--- src/rtl/trig_conditioner.sv ---
// Push-button / sensor input conditioner: 2-flop synchroniser, 4-state debounce FSM,
// single-cycle trigger on each accepted rising edge, and a saturating bounce counter.
module trig_conditioner #(
    parameter int DB_CYCLES = 4,
    parameter int CNT_W     = 3
) (
    input  logic       clk,
    input  logic       rst,
    input  logic       btn_in,
    input  logic       glitch_clr,
    output logic       trig_out,
    output logic       level_out,
    output logic [3:0] glitch_cnt
);

    typedef enum logic [1:0] {
        IDLE_LO = 2'd0,
        CHK_HI  = 2'd1,
        IDLE_HI = 2'd2,
        CHK_LO  = 2'd3
    } state_t;

    localparam logic [CNT_W-1:0] CNT_LAST = CNT_W'(DB_CYCLES - 1);
    localparam logic [CNT_W-1:0] CNT_ONE  = CNT_W'(1);

    function automatic logic [3:0] sat_inc(input logic [3:0] v);
        return (v == 4'hF) ? v : v + 4'd1;
    endfunction

    logic             s1, s2;
    state_t           state_q, state_d;
    logic [CNT_W-1:0] cnt_q, cnt_d;
    logic             level_q, level_d;
    logic             trig_q, trig_d;
    logic [3:0]       glitch_q, glitch_d;
    logic             abort;

    // Synchroniser stage: only s2 is ever seen by the FSM
    always_ff @(posedge clk) begin
        if (!rst) begin
            s1 <= 1'b0;
            s2 <= 1'b0;
        end else begin
            s1 <= btn_in;
            s2 <= s1;
        end
    end

    // Debounce FSM state and registered outputs
    always_ff @(posedge clk) begin
        if (!rst) begin
            state_q  <= IDLE_LO;
            cnt_q    <= '0;
            level_q  <= 1'b0;
            trig_q   <= 1'b0;
            glitch_q <= 4'd0;
        end else begin
            state_q  <= state_d;
            cnt_q    <= cnt_d;
            level_q  <= level_d;
            trig_q   <= trig_d;
            glitch_q <= glitch_d;
        end
    end

    always_comb begin
        state_d = state_q;
        cnt_d   = cnt_q;
        level_d = level_q;
        trig_d  = 1'b0;
        abort   = 1'b0;
        case (state_q)
            IDLE_LO: begin
                level_d = 1'b0;
                if (s2) begin
                    state_d = CHK_HI;
                    cnt_d   = CNT_ONE;
                end
            end
            CHK_HI: begin
                if (!s2) begin
                    state_d = IDLE_LO;
                    cnt_d   = '0;
                    abort   = 1'b1;
                end else if (cnt_q == CNT_LAST) begin
                    state_d = IDLE_HI;
                    cnt_d   = '0;
                    level_d = 1'b1;
                    trig_d  = 1'b1;
                end else begin
                    cnt_d = cnt_q + CNT_ONE;
                end
            end
            IDLE_HI: begin
                level_d = 1'b1;
                if (!s2) begin
                    state_d = CHK_LO;
                    cnt_d   = CNT_ONE;
                end
            end
            CHK_LO: begin
                // Falling acceptance mirrors the rising one but never triggers
                if (s2) begin
                    state_d = IDLE_HI;
                    cnt_d   = '0;
                    abort   = 1'b1;
                end else if (cnt_q == CNT_LAST) begin
                    state_d = IDLE_LO;
                    cnt_d   = '0;
                    level_d = 1'b0;
                end else begin
                    cnt_d = cnt_q + CNT_ONE;
                end
            end
            default: begin
                state_d = IDLE_LO;
                cnt_d   = '0;
                level_d = 1'b0;
            end
        endcase
    end

    // A clear in the same cycle as an abort wins
    always_comb begin
        glitch_d = glitch_q;
        if (glitch_clr)
            glitch_d = 4'd0;
        else if (abort)
            glitch_d = sat_inc(glitch_q);
    end

    assign trig_out   = trig_q;
    assign level_out  = level_q;
    assign glitch_cnt = glitch_q;

endmodule

--- config.mk ---
export PLATFORM = sky130hd
export DESIGN_NAME = trig_conditioner
export DESIGN_NICKNAME = d
export VERILOG_FILES = /design/src/rtl/trig_conditioner.sv
export SDC_FILE = /design/constraint.sdc
export NUM_CORES = 1
export LEC_CHECK = 0
export ABC_AREA = 1
export BUFFER_PORTS_ARGS = -buffer_cell sky130_fd_sc_hd__buf_2
export CORE_MARGIN = 1
export CORE_UTILIZATION = 40
export CTS_CLUSTER_DIAMETER = 50
export CTS_CLUSTER_SIZE = 40
export DETAILED_ROUTE_END_ITERATION = 6
export GPL_ROUTABILITY_DRIVEN = 0
export PLACE_DENSITY_LB_ADDON = 0.08
export SETUP_SLACK_MARGIN = 0.3
export SYNTH_ARGS = -nofsm -noshare
export SYNTH_HDL_FRONTEND = slang
export SYNTH_SLANG_ARGS = --single-unit
--- constraint.sdc ---
create_clock -name clk -period 3.28 [get_ports clk]
set_input_delay 0.328 -clock clk [delete_from_list [all_inputs] [get_ports clk]]
set_output_delay 0.328 -clock clk [all_outputs]
set_load 0.1 [all_outputs]
==> results.toml <==
[layout]
final_net_count = 120
nFillCells = 172
post-route-util_pct = 50.6
multi_input_area_um2 = 383
ff_latch_area_um2 = 260
fin_cells = 125
final_cell_mix = "nand2_1, inv_1, dfxtp_1"
drive_above_1_share_pct = 24.8
antenna_cells = 0
layout_commonest_cell = "nand2_1"
area_growth_pct = 13.1

[sta]
setup_tns_ps = 0
rsz0062_at_grt = "no"
maxSlewViolCount = 0
slew_headroom_pct = 67.8
fmax_ghz = 0.660
min_period_ps = 1510
setup_ws_ps = 1770
setup_viol_count_final = 0
hold_viol_final = 0
finalCritPeriodShare_pct = 46.2
fin_skew_ps = 5.07
worstMarginPinSlew_ps = 486

[critical_path]
path_cells = "buf_2"
cp_num_buf_inv = 1
r2r_setup_slack_ps = 1900
crit_slowest_cell = "buf_2"
crit_family = "buffers and inverters"
worstPathRequired_ps = 2950
cp.arrival_ps = 1190
critPathKind = "reg -> out"
worstPathMaxFanout = 6
end_kind = "primary output"
start_kind = "flop"
critPathMaxStageDelay_ps = 460

[floorplanning]
fp.dieW_um = 44.0
core_um2 = 1580
initial_core_util_pct = 44.7
die_area_um2 = 1930
rows = 14
ios = 10
fp.dieH_um = 44.0

[grt]
grt_usage_pct = 17.4
antenna_found_initial = 0
grt_overflow = 0
gr-usage-met2_pct = 27.5
grt_pass1_wl_mm = 2.41
grt_max_degree = 9
met1_usage_pct = 20.0
grt_pass1_vias = 594
gr-max-usage-layer = "met2"
met3_usage_pct = 7.92

[clocking]
numCtsBuffers = 3
cts_setup_buffers = 0
clk_latency_ps = 290
htreeDepth = 1
cts_resized = 0
cts_tree = "yes"
cts_max_path_buffers = 2
clkSinkCount = 13
clk_pin_slew_ps = 90
root_buffer = "clkbuf_4"
cts.hold.buffers_added = 0

[placed_design]
portBuffers = 9
pre_cts_ws_ps = 1930
dp_cells = 121
dp_hpwl_mm = 1.10

[worst_hold_path]
hp-class = "in -> reg"

[yosys]
syn-num-nets = 106
yosysWarnings = 0
netlist_area_um2 = 704
syn_inst = 96
seq_area_frac_synth_pct = 36.9
ys_ff_latch = 13
synth.distinct_cells = 20
avgSynthCellArea_um2 = 7.34

[detailed_routing]
vias = 610
vias_per_cell = 4.88
ant_nets = 0
drc = 0
drt_iter0_drc = 9
wl_mm = 1.41
wire_per_inst_um = 11.3
firstDrtPassIters = 4

[outcome]
status = "complete, no violations"

[power_and_ir_drop]
p_per_area_nw_per_um2 = 575
ir_drop_mv = 0.370
p_leak_uw = 0.000379

[run]
maxCapViolCount = 0
-- cell usage after synthesis, drive strengths merged --
master | instances | share of area (%)
nand2 | 29 | 19
inv | 15 | 8.0
dfxtp | 13 | 37
nor2 | 9 | 5.9
a21oi | 7 | 6.0
ha | 6 | 11
o21ai | 6 | 4.8
nand3 | 5 | 3.6
nand4 | 2 | 1.8
clkinv | 1 | 0.71
nand3b | 1 | 1.1
nor3 | 1 | 0.71
xor2 | 1 | 1.2
-- cell families (layout without fill, tap and decap cells) --
group           count (synthesis)  in the layout  share of synthesized area [%]
xor+xnor                        1              1                           1.24
fa+ha+maj                       6              6                           10.7
compound gates                 13             13                           10.8
buf+inv                        16             29                           8.70
simple gates                   47             47                           31.6
flops                          13             13                           36.9
-- worst register-to-register path: cells and delay by family, from the launching register on --
kind                     cells  cell delay (ps)
AO/OA/AOI/OAI                1              100
AND/OR/NAND/NOR              4              350
flip-flops                   1              420
adder cells (fa/ha/maj)      1              190
buffers and inverters        3              250
-- metrics by stage --
stage,hold WS (ps),cell area (um2),power [uW]
floorplan,390,704,325
global placement,395,769,353
detailed placement,404,769,357
CTS,216,797,463
global route,212,797,493
finish,221,797,458
-- cell type report --
class | count | share of cell area (%)
inverters | 16 | 7.69
flip-flops and latches | 13 | 32.7
repair buffers | 9 | 5.65
clock inverters | 1 | 0.628
multi-input cells | 67 | 48.0
well taps | 16 | 2.51
clock buffers | 3 | 2.83
-- power by group --
group	total, uW	leakage, uW	switching, uW	internal (uW)
logic	165	0.000255	119	46.1
registers	188	0.000106	14.6	173
clock network	105	0.0000177	59.7	45.3
total	458	0.000379	193	265
-- per-layer routing --
metal	up-vias	wire (um)
li1	326	-
met1	271	674
met2	11	665
met3	2	62
met4	0	10
met5	-	0
-- flip-flops by register name, summed over array words and instances (netlist names), named ones only --
name / cells
glitch_cnt: 4
cnt_q: 3
level_out: 1
s1: 1
s2: 1
state_q: 1
trig_out: 1
-- worst paths after layout --
kind                 startpoint             to  cells past startpoint
setup / recovery  glitch_cnt[2]  glitch_cnt[2]                      1
hold / removal           btn_in             s1                      3
setup reg to reg     state_q[0]       cnt_q[1]                      9
hold reg to reg              s1             s2                      2
(Power assumes the default switching activity.)
